<file path="src/rtl/ser_link_pkg.sv">
// rtl/ser_link_pkg.sv - shared serial-link frame format, state encoding and parity helper
package ser_link_pkg;

    typedef enum logic [1:0] {
        IDLE   = 2'd0,
        DATA   = 2'd1,
        PARITY = 2'd2,
        STOP   = 2'd3
    } ser_state_e;

    localparam int   DATA_W_DEFAULT = 8;
    localparam logic IDLE_LEVEL     = 1'b1;
    localparam logic START_LEVEL    = 1'b0;
    localparam logic STOP_LEVEL     = 1'b1;

    // Parity bit for a frame; narrower frames are zero-extended by the caller.
    function automatic logic parity_bit(input logic [7:0] data, input logic odd);
        return (^data) ^ odd;
    endfunction

endpackage

</file>
<file path="src/rtl/ser_rx8_outbuf.sv">
// rtl/ser_rx8_outbuf.sv - single-entry valid/ready holding register with sticky overrun
module ser_rx8_outbuf #(
    parameter int DATA_W = 8
) (
    input  logic              CK,
    input  logic              RN,
    input  logic              load_valid,
    input  logic [DATA_W-1:0] load_data,
    input  logic              dout_ready,
    input  logic              clr_flags,
    output logic [DATA_W-1:0] dout,
    output logic              dout_valid,
    output logic              overrun
);

    logic [DATA_W-1:0] data_q, data_d;
    logic              valid_q, valid_d;
    logic              ovr_q, ovr_d;
    logic              accept;
    logic              can_load;

    assign accept   = valid_q & dout_ready;
    assign can_load = ~valid_q | accept;

    always_comb begin
        data_d  = data_q;
        valid_d = valid_q;
        if (load_valid && can_load) begin
            data_d  = load_data;
            valid_d = 1'b1;
        end else if (accept) begin
            valid_d = 1'b0;
        end
        // A new event in the clear cycle must still be recorded.
        ovr_d = (load_valid & ~can_load) | (ovr_q & ~clr_flags);
    end

    always_ff @(posedge CK or negedge RN) begin
        if (!RN) begin
            data_q  <= '0;
            valid_q <= 1'b0;
            ovr_q   <= 1'b0;
        end else begin
            data_q  <= data_d;
            valid_q <= valid_d;
            ovr_q   <= ovr_d;
        end
    end

    assign dout       = data_q;
    assign dout_valid = valid_q;
    assign overrun    = ovr_q;

endmodule

</file>
<file path="src/rtl/ser_rx8_deser.sv">
// rtl/ser_rx8_deser.sv - start/stop framed serial receiver with parity check and byte output buffer
module ser_rx8_deser
    import ser_link_pkg::*;
#(
    parameter int DATA_W     = DATA_W_DEFAULT,
    parameter bit PARITY_EN  = 1'b1,
    parameter bit PARITY_ODD = 1'b0
) (
    input  logic              CK,
    input  logic              RN,
    input  logic              bit_en,
    input  logic              sdi,
    input  logic              lsb_first,
    input  logic              clr_flags,
    output logic [DATA_W-1:0] dout,
    output logic              dout_valid,
    input  logic              dout_ready,
    output logic              busy,
    output logic              par_err,
    output logic              frm_err,
    output logic              overrun
);

    localparam int CNT_W = $clog2(DATA_W + 1);

    ser_state_e        state_q, state_d;
    logic [DATA_W-1:0] shreg_q, shreg_d;
    logic [CNT_W-1:0]  cnt_q, cnt_d;
    logic              lsbf_q, lsbf_d;
    logic              par_q, par_d;
    logic              perr_q, perr_d;
    logic              par_err_q, par_err_d;
    logic              frm_err_q, frm_err_d;
    logic              frame_done;
    logic              exp_par;

    assign exp_par = parity_bit({7'b0, par_q}, PARITY_ODD);

    always_comb begin
        state_d    = state_q;
        shreg_d    = shreg_q;
        cnt_d      = cnt_q;
        lsbf_d     = lsbf_q;
        par_d      = par_q;
        perr_d     = perr_q;
        frame_done = 1'b0;
        if (bit_en) begin
            case (state_q)
                IDLE: begin
                    if (sdi == START_LEVEL) begin
                        state_d = DATA;
                        lsbf_d  = lsb_first;
                        cnt_d   = '0;
                        par_d   = 1'b0;
                        perr_d  = 1'b0;
                    end
                end
                DATA: begin
                    // LSB-first frames fill from the top so the first bit ends in bit 0.
                    shreg_d = lsbf_q ? {sdi, shreg_q[DATA_W-1:1]}
                                     : {shreg_q[DATA_W-2:0], sdi};
                    par_d   = par_q ^ sdi;
                    cnt_d   = cnt_q + 1'b1;
                    if (cnt_q == CNT_W'(DATA_W - 1)) begin
                        state_d = PARITY_EN ? PARITY : STOP;
                    end
                end
                PARITY: begin
                    perr_d  = (sdi != exp_par);
                    state_d = STOP;
                end
                STOP: begin
                    frame_done = 1'b1;
                    state_d    = IDLE;
                end
                default: state_d = IDLE;
            endcase
        end
        par_err_d = (frame_done & perr_q) | (par_err_q & ~clr_flags);
        frm_err_d = (frame_done & (sdi != STOP_LEVEL)) | (frm_err_q & ~clr_flags);
    end

    always_ff @(posedge CK or negedge RN) begin
        if (!RN) begin
            state_q   <= IDLE;
            shreg_q   <= '0;
            cnt_q     <= '0;
            lsbf_q    <= 1'b0;
            par_q     <= 1'b0;
            perr_q    <= 1'b0;
            par_err_q <= 1'b0;
            frm_err_q <= 1'b0;
        end else begin
            state_q   <= state_d;
            shreg_q   <= shreg_d;
            cnt_q     <= cnt_d;
            lsbf_q    <= lsbf_d;
            par_q     <= par_d;
            perr_q    <= perr_d;
            par_err_q <= par_err_d;
            frm_err_q <= frm_err_d;
        end
    end

    ser_rx8_outbuf #(
        .DATA_W(DATA_W)
    ) u_outbuf (
        .CK         (CK),
        .RN         (RN),
        .load_valid (frame_done),
        .load_data  (shreg_q),
        .dout_ready (dout_ready),
        .clr_flags  (clr_flags),
        .dout       (dout),
        .dout_valid (dout_valid),
        .overrun    (overrun)
    );

    assign busy    = (state_q != IDLE);
    assign par_err = par_err_q;
    assign frm_err = frm_err_q;

endmodule

</file>
<file path="config.mk">
export PLATFORM = sky130hd
export DESIGN_NAME = ser_rx8_deser
export DESIGN_NICKNAME = d
export VERILOG_FILES = /design/src/rtl/ser_link_pkg.sv /design/src/rtl/ser_rx8_outbuf.sv /design/src/rtl/ser_rx8_deser.sv
export SDC_FILE = /design/constraint.sdc
export NUM_CORES = 1
export LEC_CHECK = 0
export CAP_MARGIN = 15
export CORE_AREA = 2 2 65 67
export DETAILED_ROUTE_END_ITERATION = 7
export DIE_AREA = 0 0 67 69
export PLACE_DENSITY = 0.67
export SLEW_MARGIN = 20
export SYNTH_ARGS = -nofsm -noshare
export SYNTH_HDL_FRONTEND = slang
export SYNTH_SLANG_ARGS = --single-unit
</file>
<file path="constraint.sdc">
create_clock -name CK -period 3.9 [get_ports CK]
set_clock_uncertainty 0.15 [all_clocks]
set_input_delay 0.78 -clock CK [delete_from_list [all_inputs] [get_ports CK]]
set_output_delay 0.78 -clock CK [all_outputs]
set_load 0.02 [all_outputs]
</file>
Word level (Yosys, flattened, before mapping)
Cells that the tools add are included.
Storage, ports and cells
  output and inout port bits: 13
  register bits after elaboration: 29
Cells by class
  multiplexer cells: 13
  bitwise gates (word level): 16
  reduce and logical (&&, ||, !) cells: 12
  eq/ne operators: 7
  add/sub/neg operators: 1
Operators by type and width (count)
  AND reduction 3 bit: 4
  2-to-1 mux 8 bit: 1
  one-hot mux 2 bit (4 select lines): 1
  one-hot mux 4 bit (2 select lines): 1
  nonzero test 2 bit: 4
  parity 8 bit: 1
  bitwise AND 1 bit: 7
  2-to-1 mux 1 bit: 5
  adder 4 x 1 -> 4 bit (second input constant): 1
  == test 2 bit (second input constant): 2
  == test 4 x 3 -> 1 bit (second input constant): 1
  2-to-1 mux 2 bit: 2
  2-to-1 mux 4 bit: 1
  != test 2 bit (second input constant): 2
  inverter 1 bit: 4
  OR 1 bit: 4
  one-hot mux 1 bit (2 select lines): 2
  == test 2 x 1 -> 1 bit (second input constant): 1
  logical NOT 2 bit: 1
  AND reduction 2 bit: 1
  logical AND 1 bit: 1
  != test 1 bit: 1
  XOR 1 bit: 1

Logic depth before layout (Yosys ltp)
Gate-level depths: netlist of the first run.
  depth after elaboration: 5
  mapped depth: 7
  mapped depth without buffers: 6

By module
A second synthesis of the first run with hierarchy kept.
Second synthesis, totals
  cell total of the unflattened synthesis: 118
  area, all modules: 1451.4 um^2
Modules (own cells, without submodules)
  ser_rx8_deser: times used 1, seq. area each 475.5 um^2, area an instance 1038.5 um^2, cells each 94
  ser_rx8_outbuf: times used 1, seq. area each 250.2 um^2, area an instance 412.9 um^2, cells each 24

Worst setup path after synthesis of the first run
OpenSTA, ideal clock, no wires.
  path type: flip-flop to output port
  start point: register state_q[0]
  end point: output busy
  required time: 2.970 ns
  path buffers: 0
  stages on the path, launching flop included: 4
  setup slack: 2.101 ns
  arrival time: 0.869 ns
  cell sequence: dfrtp_1 > inv_1 > ha_1 > inv_2
On the way
  cells in the longest elaborated chain, start to end: 1
Ends and longest elaborated chain
  start, declared: RTL line ser_rx8_deser.sv:26  | ser_state_e state_q, state_d;
  start signal, assigned: RTL line ser_rx8_deser.sv:94  | state_q <= state_d;
  nonzero test 2 bit: RTL line ser_rx8_deser.sv:119  | assign busy = (state_q != IDLE);
  end, declared: RTL line ser_rx8_deser.sv:18  | output logic busy,
Every way passes these cells.

Worst setup path after layout of the first run
Ends and elaborated chain as after synthesis.

==> flow_summary.yaml, run 1 <==
worst_setup_path:
  crit_fanout: 8
  cp.arrival_ns: 1.84
  rrSetupSlack_ns: 1.86
  critPathKind: "reg2out"
  crit_path_end_kind: "output port"
  ff2ff_path_depth: 6
  crit_path_end: "busy"
  rr_startpoint: "state_q[1]$_DFFE_PN0P_"
  crit_start: "state_q[0]$_DFFE_PN0P_"
  rr_endpoint: "cnt_q[2]$_DFFE_PN0P_"
  required_ns: 2.97
  critPathLaunchType: "flop"
timing:
  setup_viol: 0
  fin_crit_sh: 0.7100
  rsz0062_at_grt: "no"
  final-max-slew-violation-count: 0
  setup_tns_ns: 0
  fmax_ghz: 0.3611
  final-hold-violation-count: 0
  relSlewSlack: 0.5070
  whs_ns: 0.3609
  worst_pin_slew_ns: 0.7380
  period_minus_slack_ns: 2.769
detailed_routing:
  drcViolationCount: 0
  wire_per_inst_um: 12.82
  drt-vias-per-instance: 5.080
  wl_met3_um: 112
  drt_iter0_drc: 46
  finalWirelength_um: 2563
  wl_met1_um: 1151
  ant_nets: 0
  via_count: 1016
  route.met2.wl_um: 1243
  dr.max_layer_used: "met4"
  dr.pass1.iters: 5
clock_network:
  numCtsBuffers: 5
  clockBufferDepth: 2
  hold_buffers: 0
  worstSkewPairLatency_ns: 0.28
  postCtsSetupBuffers: 0
  cts_tree: "yes"
  clock-sinks: 29
  cts_max_level: 2
  cts-resized-gates: 0
  path_clk_slew_ns: 0.06
  root_buffer: "clkbuf_8"
layout:
  design_area_um2: 1748
  most-common-layout-cells: "29 x dfrtp_1, 19 x clkdlybuf4s50_1, 12 x a21oi_1"
  drive_above_1_share: 0.1533
  diodes: 0
  area_delta_synth_final_pct: 24.62
  nets: 162
  mostFrequentLayoutCell: "dfrtp_1"
  fill_cells: 385
synthesis:
  synthArstFlopShare: 1.000
  synth-seq-area-share: 0.5174
  yosysWarningCount: 0
  synth_fp_nets: 139
  syn_area_um2: 1403
  netlist_instances: 126
  ys_types: 30
  ys.flop_type: "dfrtp_1"
  synth_edf_count: 0
  syn_area_per_cell_um2: 11.13
  ys_ff_latch: 29
die:
  die_w_um: 67
  initial_core_util: 0.3584
  row_count: 23
  die-area_um2: 4623
  core_area_um2: 3914
  die_h_um: 69
  num_io_pins: 20
power:
  p_leak_nw: 0.7381
  power_frac_clock: 0.219
  switchingPower_uw: 514.8
  total_power_mw: 1.449
  internal-power_uw: 933.8
  pwr-share-comb: 0.399
  seq_power_share: 0.381
  switching_share: 0.3554
  pwr_density_cell_nw_per_um2: 828.8
  vdd_drop_max_mv: 0.4498
place:
  placed_area_um2: 1632
  portBuffers: 19
  gp_congestion: 0.7852
  hpwl_um: 1836
status:
  outcome: "complete, no violations"
global_routing:
  track_usage: 0.1242
  grt_max_degree: 30
  grt_overflow: 0
  first_global_vias: 995
  antenna_found_initial: 0
  grt_pass1_wl_um: 4422
job:
  maxCapViolCount: 0
worst_hold_path:
  hp-class: "reg2reg"
==> power groups by stage <==
stage	registers, mW	clock network, mW	logic (mW)
floorplan	0.576	0	0.370
global placement	0.550	0	0.562
detailed placement	0.558	0	0.583
CTS	0.554	0.326	0.583
global route	0.573	0.336	0.644
finish	0.552	0.318	0.578
==> cells in the mapped netlist, drive strengths merged, types with 2 or more instances <==
| library cell | count | area (um^2) |
|---|---|---|
| nand3 | 5 | 25.02 |
| nor2 | 11 | 41.29 |
| a32oi | 2 | 17.52 |
| mux2i | 10 | 100.1 |
| nand2 | 7 | 26.28 |
| ha | 6 | 75.07 |
| buf | 3 | 26.27 |
| a21oi | 13 | 68.82 |
| nor2b | 2 | 20.02 |
| dfrtp | 29 | 725.7 |
| inv | 9 | 33.79 |
| and2 | 2 | 12.51 |
| mux2 | 10 | 116.4 |
| o21ai | 8 | 43.79 |
==> critical path, stage by stage (launching register included) <==
cell and delay [ns]:
dfrtp_1 0.39, inv_1 0.11, ha_1 0.32, inv_2 0.13
clkdlybuf4s50_1 0.61
==> area by class of cell <==
| cell class | instances | area (um^2) | area share |
|---|---|---|---|
| clock inverter | 1 | 30.03 | 0.01718 |
| tap | 50 | 62.56 | 0.03579 |
| inverter | 9 | 33.78 | 0.01933 |
| sequential | 29 | 725.7 | 0.4152 |
| multi-input combinational | 84 | 611.8 | 0.3500 |
| clock buffer | 7 | 86.33 | 0.04939 |
| timing repair buffer | 20 | 197.7 | 0.1131 |
==> stage by stage <==
step | utilization | worst slack (ns) | instances
floorplan | - | 2.101 | 126
global placement | 0.4169 | 1.094 | 192
detailed placement | 0.4169 | 1.033 | 192
CTS | 0.4466 | 1.126 | 200
global route | 0.4466 | 1.032 | 200
finish | 0.4466 | 1.131 | 200
==> per-layer routing <==
metal	GRT usage	vias up
li1	-	485
met1	0.1556	502
met2	0.1925	21
met3	0.04078	8
met4	0.05442	0
met5	0	-
==> worst min path at each step <==
stage	startpoint	to	slack (ns)	cells past startpoint
6_report	u_outbuf.dout[2]$_DFFE_PN0P_	u_outbuf.dout[2]$_DFFE_PN0P_	0.36	1
4_1_cts	u_outbuf.dout[0]$_DFFE_PN0P_	u_outbuf.dout[0]$_DFFE_PN0P_	0.37	1
2_1_floorplan	RN	cnt_q[0]$_DFFE_PN0P_	0.33	0
3_3_place_gp	u_outbuf.dout[1]$_DFFE_PN0P_	u_outbuf.dout[1]$_DFFE_PN0P_	0.34	1
3_5_place_dp	u_outbuf.dout[0]$_DFFE_PN0P_	u_outbuf.dout[0]$_DFFE_PN0P_	0.35	1
5_1_grt	u_outbuf.dout[0]$_DFFE_PN0P_	u_outbuf.dout[0]$_DFFE_PN0P_	0.38	1
==> state kept, by name, indices dropped and copies added, names as in the netlist <==
signal,flops
cnt_q,4
par_q,1
state_q,2
u_outbuf.dout_valid,1
frm_err,1
shreg_q,8
u_outbuf.dout,8
lsbf_q,1
u_outbuf.overrun,1
par_err,1
perr_q,1
==> kinds of logic (layout without fill, tap and decap cells) <==
logic type | Yosys count | count (layout) | synth area share
and+or+nand+nor | 30 | 30 | 0.1062
DFF | 29 | 29 | 0.5174
AOI/OAI and AO/OA | 28 | 28 | 0.1222
muxes | 20 | 20 | 0.1543
buffers and inverters | 13 | 37 | 0.04639
adders and majority gates | 6 | 6 | 0.05352
Power figures use the tool's default switching activity.
==> run 2: changes to the inputs <==
- PLACE_DENSITY: 0.67 -> 0.7
- clock period: 3.9 -> 2.4 ns (I/O delays scaled with it)
==> flow_summary.yaml, run 2 (synthesized netlist as in run 1, its figures left out) <==
clock_network:
  postCtsSetupBuffers: 0
  cts_tree: "yes"
  cts_max_level: 2
  root_buffer: "clkbuf_8"
  worstSkewPairLatency_ns: 0.27
  numCtsBuffers: 5
  clock-sinks: 29
  clockBufferDepth: 2
  path_clk_slew_ns: 0.06
worst_hold_path:
  min_from: "u_outbuf.dout[5]$_DFFE_PN0P_"
  hp-class: "reg2reg"
worst_setup_path:
  crit_fanout: 8
  ff2ff_path_depth: 6
  rr_endpoint: "state_q[1]$_DFFE_PN0P_"
  cp.arrival_ns: 1.57
  critPathKind: "reg2out"
  crit_path_end_kind: "output port"
  crit_start: "state_q[0]$_DFFE_PN0P_"
  critPathLaunchType: "flop"
  rrSetupSlack_ns: 0.57
  crit_path_end: "busy"
  required_ns: 1.77
  rr_startpoint: "state_q[0]$_DFFE_PN0P_"
global_routing:
  antenna_found_initial: 0
  first_global_vias: 951
  grt_pass1_wl_um: 4305
  grt_max_degree: 30
  track_usage: 0.1241
  grt_overflow: 0
timing:
  rsz0062_at_grt: "no"
  relSlewSlack: 0.7097
  setup_tns_ns: 0
  fmax_ghz: 0.4549
  worst_pin_slew_ns: 0.4354
  fin_crit_sh: 0.9159
  period_minus_slack_ns: 2.198
  final-hold-violation-count: 0
  final-max-slew-violation-count: 0
  setup_viol: 0
power:
  switching_share: 0.3697
  total_power_mw: 2.239
  power_frac_clock: 0.176
  internal-power_mw: 1.411
  pwr-share-comb: 0.421
  pwr_density_cell_nw_per_um2: 1287
  seq_power_share: 0.403
  p_leak_nw: 0.7392
  vdd_drop_max_mv: 0.5116
  switchingPower_uw: 827.8
layout:
  nets: 165
  drive_above_1_share: 0.1645
  mostFrequentLayoutCell: "dfrtp_1"
  diodes: 0
  fin_cells: 202
  most-common-layout-cells: "29 x dfrtp_1, 18 x clkdlybuf4s50_1, 12 x a21oi_1"
  area_delta_synth_final_pct: 24.00
  utilization: 0.4444
die:
  num_io_pins: 20
  initial_core_util: 0.3584
  die-area_um2: 4623
  die_h_um: 69
  core_area_um2: 3914
  die_w_um: 67
  row_count: 23
detailed_routing:
  via_count: 997
  drt_iter0_drc: 57
  drcViolationCount: 0
  ant_nets: 0
  finalWirelength_um: 2579
  dr.pass1.iters: 4
  drt-vias-per-instance: 4.936
  wire_per_inst_um: 12.77
place:
  portBuffers: 19
  gp_congestion: 0.8273
  hpwl_um: 1908
  dp.cells: 195
status:
  outcome: "complete, no violations"
job:
  maxCapViolCount: 0
==> run 2: timing repair <==
action,4_1_cts,5_1_grt
gates resized for setup,1,0
hold buffers,0,0
endpoints found under the setup margin,1,0
==> run 2: worst min path at each step <==
stage | cells past startpoint | slack (ns) | end
2_1_floorplan | 0 | 0.03 | cnt_q[0]$_DFFE_PN0P_
3_3_place_gp | 1 | 0.34 | u_outbuf.dout[5]$_DFFE_PN0P_
3_5_place_dp | 1 | 0.35 | u_outbuf.dout[2]$_DFFE_PN0P_
4_1_cts | 1 | 0.36 | u_outbuf.dout[2]$_DFFE_PN0P_
5_1_grt | 1 | 0.38 | u_outbuf.dout[5]$_DFFE_PN0P_
6_report | 1 | 0.36 | u_outbuf.dout[5]$_DFFE_PN0P_
==> run 2: area by class of cell <==
class                      count  area [um^2]
fill                         400         2175
timing repair buffer          23        219.0
tap                           50        62.56
sequential                    29        725.7
clock buffer                   7        86.33
inverter                       9        33.78
multi-input combinational     84        611.8
==> run 2: worst max-delay path, cell delays in order, from the launching register on <==
cell	delay [ns]
dfrtp_1	0.40
inv_1	0.13
ha_1	0.33
inv_2	0.10
dlygate4sd2_1	0.33
==> run 2: power groups by stage <==
stage               Clock [mW]  Sequential (mW)  Combinational (mW)
finish                   0.394            0.902               0.942
detailed placement           0            0.910               0.961
floorplan                    0            0.936               0.601
CTS                      0.413            0.903               0.956
global placement             0            0.893               0.933
global route             0.436            0.935                1.05
==> run 2: layer usage <==
layer / vias to the layer above / wire [um] / GRT usage
met4: 0 / 42 / 0.04762
met1: 485 / 1138 / 0.1520
met5: - / 0 / 0
met3: 6 / 125 / 0.05383
li1: 489 / - / -
met2: 17 / 1273 / 0.1903
==> run 2: metrics by stage <==
step / area (um^2) / setup WS [ns] / hold WS [ns]
after global placement: 1654 / 0.3044 / 0.3416
after global routing: 1739 / 0.07758 / 0.3776
after CTS: 1739 / 0.1867 / 0.3591
after floorplan: 1403 / 0.7227 / 0.03441
after detailed placement: 1654 / 0.2724 / 0.3463
final: 1739 / 0.2019 / 0.3576
==> run 3: changes to the inputs <==
- CORE_AREA: 2 2 65 67 -> 5 5 68 70
- DIE_AREA: 0 0 67 69 -> 0 0 73 75
==> flow_summary.yaml, run 3 (synthesized netlist as in run 1, its figures left out) <==
timing:
  worst_slack_ns: 0.4608
  fin_crit_sh: 0.8080
  setup_viol: 0
  rsz0062_at_grt: "no"
  final-hold-violation-count: 0
  setup_tns_ns: 0
  worst_pin_slew_ns: 0.4242
  fmax_ghz: 0.5157
  relSlewSlack: 0.7172
  final-max-slew-violation-count: 0
  period_minus_slack_ns: 1.939
detailed_routing:
  wire_per_inst_um: 12.99
  via_count: 1002
  drt-vias-per-instance: 4.936
  dr.pass1.iters: 4
  ant_nets: 0
  drt_iter0_drc: 64
  drcViolationCount: 0
  finalWirelength_um: 2636
layout:
  diodes: 0
  most-common-layout-cells: "29 x dfrtp_1, 18 x clkdlybuf4s50_1, 12 x a21oi_1"
  drive_above_1_share: 0.1765
  area_delta_synth_final_pct: 24.89
  nets: 165
  utilization: 0.4476
  fin_cells: 203
  mostFrequentLayoutCell: "dfrtp_1"
die:
  die_h_um: 75
  num_io_pins: 20
  die-area_um2: 5475
  initial_core_util: 0.3584
  die_w_um: 73
  core_area_um2: 3914
  row_count: 23
global_routing:
  track_usage: 0.1121
  grt_overflow: 0
  antenna_found_initial: 0
  grt_max_degree: 30
  first_global_vias: 1019
  grt_pass1_wl_um: 4705
clock_network:
  root_buffer: "clkbuf_8"
  numCtsBuffers: 5
  clock-sinks: 29
  clockBufferDepth: 2
  cts_max_level: 2
  cts_tree: "yes"
  path_clk_slew_ns: 0.06
  worstSkewPairLatency_ns: 0.28
place:
  dp_slack_ns: 0.2597
  hpwl_um: 1962
  portBuffers: 19
  dp.cells: 195
  gp_congestion: 0.9134
worst_hold_path:
  min_from: "u_outbuf.dout[3]$_DFFE_PN0P_"
  hold_path_depth: 1
  hp-class: "reg2reg"
  whs_endpoint: "u_outbuf.dout[3]$_DFFE_PN0P_"
worst_setup_path:
  critPathLaunchType: "flop"
  crit_path_end_kind: "output port"
  cp_slowest_cell: "dfrtp_1"
  ff2ff_path_depth: 6
  required_ns: 1.77
  critPathKind: "reg2out"
  rrSetupSlack_ns: 0.64
  slowest_delay_ns: 0.40
  cp_cell_sequence: "inv_1 > ha_4 > inv_2 > dlymetal6s2s_1"
  cp.arrival_ns: 1.31
  rr_startpoint: "state_q[1]$_DFFE_PN0P_"
  rr_endpoint: "shreg_q[6]$_DFFE_PN0P_"
  crit_fanout: 8
power:
  seq_power_share: 0.396
  p_leak_nw: 0.7451
  pwr_density_cell_nw_per_um2: 1294
  internal-power_mw: 1.410
  pwr-share-comb: 0.436
  switchingPower_uw: 855.4
  vdd_drop_max_mv: 0.5538
  power_frac_clock: 0.168
  switching_share: 0.3775
job:
  maxCapViolCount: 0
status:
  outcome: "complete, no violations"
==> run 3: cell types whose count changed in the layout (fill, tap and decap cells not counted), sizes merged <==
| cell | before | now |
|---|---|---|
| dlygate4sd2 | 1 | 0 |
| clkinv | 0 | 2 |
| dlymetal6s2s | 0 | 1 |
| clkbuf | 7 | 6 |
==> run 3: how the worst max path moves through the flow <==
stage / startpoint / end / slack, ns / cells after the start
finish: state_q[0]$_DFFE_PN0P_ / busy / 0.46 / 4
global route: state_q[0]$_DFFE_PN0P_ / busy / 0.36 / 4
CTS: state_q[0]$_DFFE_PN0P_ / busy / 0.05 / 4
detailed placement: state_q[0]$_DFFE_PN0P_ / busy / 0.26 / 4
global placement: sdi / state_q[1]$_DFFE_PN0P_ / 0.32 / 5
floorplan: state_q[0]$_DFFE_PN0P_ / state_q[1]$_DFFE_PN0P_ / 0.72 / 6
==> run 3: worst max-delay path: cells and delay by family (launching register included) <==
family / cells / cell delay, ns
buf+inv: 3 / 0.42
fa+ha+maj: 1 / 0.21
flops: 1 / 0.40
==> run 3: per-layer routing <==
| metal | wire (um) | global-route usage | vias to the layer above | part of all wire |
|---|---|---|---|---|
| li1 | - | - | 491 | - |
| met1 | 1197 | 0.1396 | 485 | 0.45 |
| met2 | 1283 | 0.1827 | 24 | 0.49 |
| met3 | 144 | 0.03738 | 2 | 0.055 |
| met4 | 11 | 0.03893 | 0 | 0.0042 |
| met5 | 0 | 0 | - | 0 |
==> run 3: area by class of cell <==
cell class              count  area [um^2]
fillers                   396         2162
flip-flops and latches     29        725.7
multi-input cells          84        624.3
repair buffers             23        222.7
clock buffers               6        72.57
well taps                  50        62.56
inverters                   9        33.78
clock inverters             2        10.01
==> run 3: repair_timing <==
item / in CTS / in global routing
resized for setup: 1 / 2
setup endpoints to repair: 1 / 1
buffers inserted: 0 / 0
hold buffers: 0 / 0
==> run 3: through the flow <==
stage	power (mW)	hold WS [ns]	cell area, um^2
after floorplan	1.537	0.03441	1403
after global placement	1.825	0.3414	1654
after detailed placement	1.877	0.3506	1654
after CTS	2.269	0.3652	1739
after global routing	2.461	0.3845	1752
final	2.266	0.3605	1752
==> run 3: power groups by stage <==
stage	logic, mW	clock network, mW	registers [mW]
after floorplan	0.601	0	0.936
after global placement	0.933	0	0.892
after detailed placement	0.972	0	0.906
after CTS	0.981	0.391	0.897
after global routing	1.11	0.420	0.934
final	0.987	0.381	0.898
